### src/rtl/nv_blkbox_pipe_buffer.sv
// Valid/ready pipe buffer: DEPTH full-throughput skid stages between partitions.
// DEPTH=0 collapses to wires so the block can drop in where a plain buffer sat.
module nv_blkbox_pipe_buffer #(
  parameter int WIDTH = 32,
  parameter int DEPTH = 2,
  parameter int CNT_W = 5
) (
  input  logic             nvdla_core_clk,
  input  logic             nvdla_core_rst,
  input  logic             din_pvld,
  output logic             din_prdy,
  input  logic [WIDTH-1:0] din_pd,
  output logic             dout_pvld,
  input  logic             dout_prdy,
  output logic [WIDTH-1:0] dout_pd,
  output logic [CNT_W-1:0] occupancy,
  output logic             idle
);

  if ((2 ** CNT_W) <= 2 * DEPTH) begin : g_cnt_w_check
    $error("nv_blkbox_pipe_buffer: CNT_W too narrow to count 2*DEPTH entries");
  end

  if (DEPTH == 0) begin : g_wire
    assign dout_pvld = din_pvld;
    assign din_prdy  = dout_prdy;
    assign dout_pd   = din_pd;
    assign occupancy = '0;
    assign idle      = !din_pvld;

    logic unused_clk_rst;
    assign unused_clk_rst = nvdla_core_clk ^ nvdla_core_rst;
  end else begin : g_pipe
    logic [DEPTH-1:0] m_vld;
    logic [DEPTH-1:0] s_vld;
    logic [DEPTH-1:0] in_vld;
    logic [DEPTH-1:0] out_rdy;
    logic [DEPTH-1:0] acc;
    logic [DEPTH-1:0] drain;
    logic [WIDTH-1:0] m_pd [DEPTH];
    logic [WIDTH-1:0] s_pd [DEPTH];
    logic [WIDTH-1:0] in_pd [DEPTH];
    logic [CNT_W-1:0] occ_q;

    // Stage k is fed by stage k-1 and throttled by the skid flag of stage k+1.
    always_comb begin
      in_vld[0]          = din_pvld;
      in_pd[0]           = din_pd;
      out_rdy[DEPTH-1]   = dout_prdy;
      for (int k = 1; k < DEPTH; k++) begin
        in_vld[k]    = m_vld[k-1];
        in_pd[k]     = m_pd[k-1];
        out_rdy[k-1] = !s_vld[k];
      end
      for (int k = 0; k < DEPTH; k++) begin
        acc[k]   = in_vld[k] && !s_vld[k];
        drain[k] = m_vld[k] && out_rdy[k];
      end
    end

    always_ff @(posedge nvdla_core_clk) begin
      if (nvdla_core_rst) begin
        m_vld <= '0;
        s_vld <= '0;
        occ_q <= '0;
      end else begin
        for (int k = 0; k < DEPTH; k++) begin
          if (!m_vld[k] || drain[k]) begin
            if (s_vld[k]) begin
              m_vld[k] <= 1'b1;
              s_vld[k] <= acc[k];
            end else begin
              m_vld[k] <= acc[k];
            end
          end else if (acc[k]) begin
            s_vld[k] <= 1'b1;
          end
        end
        // Inter-stage moves keep the total; only the two end interfaces change it.
        occ_q <= occ_q + CNT_W'(acc[0]) - CNT_W'(drain[DEPTH-1]);
      end
    end

    // Payload loads only on accept, so an X on din_pd while idle never lands in state.
    always_ff @(posedge nvdla_core_clk) begin
      for (int k = 0; k < DEPTH; k++) begin
        if (!m_vld[k] || drain[k]) begin
          if (s_vld[k]) begin
            m_pd[k] <= s_pd[k];
          end else if (acc[k]) begin
            m_pd[k] <= in_pd[k];
          end
        end else if (acc[k]) begin
          s_pd[k] <= in_pd[k];
        end
      end
    end

    assign din_prdy  = !s_vld[0];
    assign dout_pvld = m_vld[DEPTH-1];
    assign dout_pd   = m_pd[DEPTH-1];
    assign occupancy = occ_q;
    assign idle      = (occ_q == '0) && !din_pvld;

    a_dout_hold: assert property (@(posedge nvdla_core_clk) disable iff (nvdla_core_rst)
      (dout_pvld && !dout_prdy) |=> (dout_pvld && $stable(dout_pd)));
    a_occ_max: assert property (@(posedge nvdla_core_clk)
      occupancy <= CNT_W'(2 * DEPTH));
  end

endmodule
### config.mk
export PLATFORM = sky130hd
export DESIGN_NAME = nv_blkbox_pipe_buffer
export DESIGN_NICKNAME = d
export VERILOG_FILES = /design/src/rtl/nv_blkbox_pipe_buffer.sv
export SDC_FILE = /design/constraint.sdc
export NUM_CORES = 1
export LEC_CHECK = 0
export BUFFER_PORTS_ARGS = -buffer_cell sky130_fd_sc_hd__buf_4
export CORE_MARGIN = 1.5
export CORE_UTILIZATION = 50
export DETAILED_ROUTE_END_ITERATION = 10
export GPL_ROUTABILITY_DRIVEN = 0
export PLACE_DENSITY = 0.79
export REMOVE_ABC_BUFFERS = 1
export SLEW_MARGIN = 10
export SYNTH_ARGS = -nofsm -noshare
export SYNTH_HDL_FRONTEND = slang
export SYNTH_SLANG_ARGS = --single-unit
### constraint.sdc
create_clock -name nvdla_core_clk -period 3.1 [get_ports nvdla_core_clk]
set_input_delay 0.155 -clock nvdla_core_clk [delete_from_list [all_inputs] [get_ports nvdla_core_clk]]
set_output_delay 0.155 -clock nvdla_core_clk [all_outputs]
set_load 0.01 [all_outputs]
# Word level (Yosys, flattened, before mapping)
# Memories as Yosys holds them, arrays and structs flattened.
# Index checks and enable logic that the tools add are counted.
[totals]
register_bits = 9
ramBits = 128
inputBits = 36
word_cells = 57
mem_count = 2
[op_classes]
addsub = 2
mux = 31
bitwise = 2
n_reduce_logical = 15
[mem_list]
columns = ["name", "depth", "width", "read_ports", "rd_clocked_by_memory_dff", "wr", "line_no", "source"]
rows = [
  ["g_pipe.m_pd", 2, 32, 2, 0, 2, "40", "logic [WIDTH-1:0] m_pd [DEPTH];"],
  ["g_pipe.s_pd", 2, 32, 2, 0, 1, "41", "logic [WIDTH-1:0] s_pd [DEPTH];"],
]
[op_table]
columns = ["operator", "count"]
rows = [
  ["2-to-1 mux 32 bit", 3],
  ["OR reduction 32 bit", 1],
  ["2-to-1 mux 1 bit", 28],
  ["adder 5 x 1 -> 5 bit", 1],
  ["zero test 1 bit", 5],
  ["zero test 5 bit", 1],
  ["subtractor 5 x 1 -> 5 bit", 1],
  ["logical AND 1 bit", 4],
  ["nonzero test 2 bit", 2],
  ["logical OR 1 bit", 2],
  ["bitwise OR 1 bit", 2],
]

# Logic depth before layout (Yosys ltp)
[depth]
ltp_word = 7
mapped_depth = 9
depth_no_buf = 9

# Least setup slack after synthesis
# OpenSTA, ideal clock, no wires.
[synth_path]
kind = "register to register"
start = "reg g_pipe.s_vld[0]"
end = "mem g_pipe.m_pd[0][0], enable pin"
setup_ns = 0.432
t_arrival_ns = 1.959
slack_ns = 0.709
path_stages_with_launch = 3
path_buffers = 0
path_cell_list = "dfxtp_1 -> nor2_1 -> a21oi_1"
[synth_lines]
columns = ["element", "line_no", "source"]
rows = [
  ["start, declared", "35", "logic [DEPTH-1:0] s_vld;"],
  ["start signal, assigned by index", "71", "s_vld[k] <= acc[k];"],
  ["end, declared", "40", ""],
]

# Final worst setup path
[layout_path]
start = "reg g_pipe.s_vld[0]"
end = "reg g_pipe.occ_q[4] (netlist: occupancy[4])"
[layout_between]
elab_chain_cells = 4
[layout_rtl]
columns = ["element", "line_no", "source"]
rows = [
  ["zero test 1 bit", "56", "acc[k] = in_vld[k] && !s_vld[k];"],
  ["logical AND 1 bit", "56", ""],
  ["adder 5 x 1 -> 5 bit", "80", "occ_q <= occ_q + CNT_W'(acc[0]) - CNT_W'(drain[DEPTH-1]);"],
  ["subtractor 5 x 1 -> 5 bit", "80", ""],
  ["end signal, assigned", "80", ""],
  ["end, declared", "43", "logic [CNT_W-1:0] occ_q;"],
]
# No other way between the ends.
# A chain may end at the register's enable or synchronous reset.

==> run summary <==
Worst path depth - 9
Synth cell types - 28
#FFs+latches synth - 137
CP top delay family - adder cells
CP Data Arrival Time - 2.54 ns
CP Max Fanout - 3
CTS tree - done
first-pass GRT wire length - 14.1 mm
area fraction of the dominant cell type after synthesis - 74.7%
CP Capture Type - flop
total CTS buffers - 17
drt pass-1 iters - 4
WL/cell - 16.5 um
DRC Markers - 0
mapped cell area - 0.00514 sq mm
async set-reset flop share out of synthesis - 0%
initial antenna violation count - 0
worst-margin pin slew - 1.11 ns
switching part of the total power - 23.3%
Cell Rows - 36
Ant. Diodes - 0
share of cells above drive strength 1 - 35.8%
vias in the first global route - 2891
Seq/Total Area, Yosys - 78.2%
core footprint - 0.00986 sq mm
# Max-Cap Violations - 0
largest net degree at the start of global routing - 33
DR vias - 2627
yosys warns - 0
Tmin final - 2.13 ns
top_reg_cell synth - edfxtp_1
Finish-stage setup viols - 0
Hold Vio Cnt, Final - 0
grt total ovfl - 0
DP Wirelength - 5.03 mm
antenna viol nets, final - 0
port buffer count - 75
WHS Path Cells - 3
sequential share of power - 48.3%
NetSw - 1.03 mW
WP buf/inv - 2
count leader, synth - edfxtp_1
via-per-instance ratio - 4.98
crit share post-route - 68.8%
slack of the critical path - 0.967 ns
Post-synth EDFFs - 128
root buffer cell - clkbuf_8
Mean Syn Cell Area - 19.9 sq um
Resized Gates After CTS - 0
CP Class - reg -> reg
Clock Latency Late Sink - 0.52 ns
RSZ-0062 raised after global routing - no
Post-synth top cells - edfxtp_1 (128), mux2_1 (41), mux2_2 (23)
Combinational Power Share - 8.8%
H-tree level count - 4
Power Dens Cells - 656 mW/mm^2
status - finished clean
CP required - 3.51 ns
Synth area leader - edfxtp_1
peak supply drop - 0.434 mV
Area Overhead vs Synth - 31.4%
final wirelength - 8.72 mm
Die ar. - 0.0109 sq mm
Setup TNS Final - 0 ns
CTS Buffer Depth - 2
Worst Clk Skew - 0.00912 ns
placed cells - 461
clk sinks - 137
Peak Freq - 0.469 GHz
I/O pins - 76
Die Y - 104 um
FF-to-FF path depth - 9
Initial Utilization - 52.2%
synthesized instance count - 259
Setup crit start kind - flop
Post-Place Worst Slack - 0.970 ns
nets - 424
peak per-stage delay on the critical path - 0.41 ns
Clk pin slew, worst setup/hold paths - 0.07 ns
sequence of cells on the critical path - inv_1, nand2_1, ha_1, inv_1, ha_1, fa_1, a21oi_1, o21ai_0, a21bo_2
Die W - 104 um
Area after DPL - 0.00586 sq mm
Final Max Tran Viols - 0
top cells by area, synth - edfxtp_1 (75%), mux2_1 (9.0%), mux2_2 (5.0%), dfxtp_1 (3.5%), ha_1 (1.5%)
design area - 0.00676 sq mm
worst min path class - in -> reg
Slowest-stage cell, CP - fa_1
Worst slew margin - 26.0%
Pint - 3.40 mW
Total Routing Usage GR - 17.3%
Clock power frac - 42.9%
Starting DRT DRC Count - 103
Lkg Pwr - 2.45 nW
Non-Filler Instances - 527
sequential cells by signal, summed over array words and instances (netlist names):
| signal | count |
|---|---|
| g_pipe.m_vld | 2 |
| g_pipe.m_pd | 64 |
| g_pipe.s_pd | 64 |
| g_pipe.s_vld | 2 |
| occupancy | 5 |
final timing paths:
check                                          end  slack (ns)               start
worst min register to register  g_pipe.s_pd[0][61]        0.45  g_pipe.m_pd[0][29]
worst max register to register        occupancy[4]        0.97     g_pipe.s_vld[0]
worst max-delay path                  occupancy[4]        0.97     g_pipe.s_vld[0]
worst min-delay path               g_pipe.s_vld[1]        0.04           dout_prdy
per-layer routing:
layer / up-vias / GRT usage, % / routed length, um
li1: 1244 / - / -
met1: 1309 / 19.3 / 3580
met2: 67 / 30.6 / 4680
met3: 7 / 4.82 / 372
met4: 0 / 7.74 / 89
met5: - / 0 / 0
power groups by stage:
stage / Combinational, mW / Clock, mW / Sequential (mW)
2_1_floorplan: 0.184 / 0 / 2.19
3_3_place_gp: 0.339 / 0 / 2.17
3_5_place_dp: 0.355 / 0 / 2.18
4_1_cts: 0.392 / 1.94 / 2.14
5_1_grt: 0.427 / 2.01 / 2.15
6_report: 0.390 / 1.90 / 2.14
worst register-to-register path, stage by stage, from the launching register on:
cell and delay, ns:
dfxtp_1 0.31, inv_1 0.10, nand2_1 0.12, ha_1 0.30, inv_1 0.04, ha_1 0.20
fa_1 0.41, a21oi_1 0.24, o21ai_0 0.12, a21bo_2 0.20
kinds of logic after synthesis:
group / count (synthesis) / share of synthesized area (%)
muxes: 64 / 14.0
xor gates and xnor gates: 2 / 0.341
and+or+nand+nor: 24 / 2.63
buffers and inverters: 15 / 1.75
adders and majority gates: 7 / 1.85
DFF: 137 / 78.2
AOI/OAI and AO/OA: 10 / 1.22
stage by stage:
stage	total power, mW	util [%]	hold slack, ns
CTS	4.47	68.6	0.0182
finish	4.43	68.6	0.0387
global route	4.58	68.6	0.0566
floorplan	2.37	-	0.224
detailed placement	2.53	59.4	0.344
global placement	2.51	59.4	0.344
placed cells by master, fill, tap and decap left out, types with 6 or more instances in the layout:
| cell type | count |
|---|---|
| edfxtp_1 | 128 |
| buf_4 | 76 |
| mux2_1 | 41 |
| dlygate4sd3_1 | 34 |
| mux2_2 | 23 |
| clkbuf_16 | 16 |
| dfxtp_1 | 9 |
| inv_1 | 8 |
| inv_6 | 7 |
| ha_1 | 6 |
final cells by class:
type	instances	area (sq um)
Tap cell	133	166
Multi-Input combinational cell	107	1060
Inverter	8	30.0
Clock buffer	17	414
Clock inverter	15	153
Sequential cell	137	4020
Fill cell	646	3100
Timing Repair Buffer	110	911
timing repair:
item	4_1_cts	5_1_grt
setup buffers	0	0
hold endpoints to repair	71	0
hold buffers	34	0
Power figures use the tool's default switching activity.
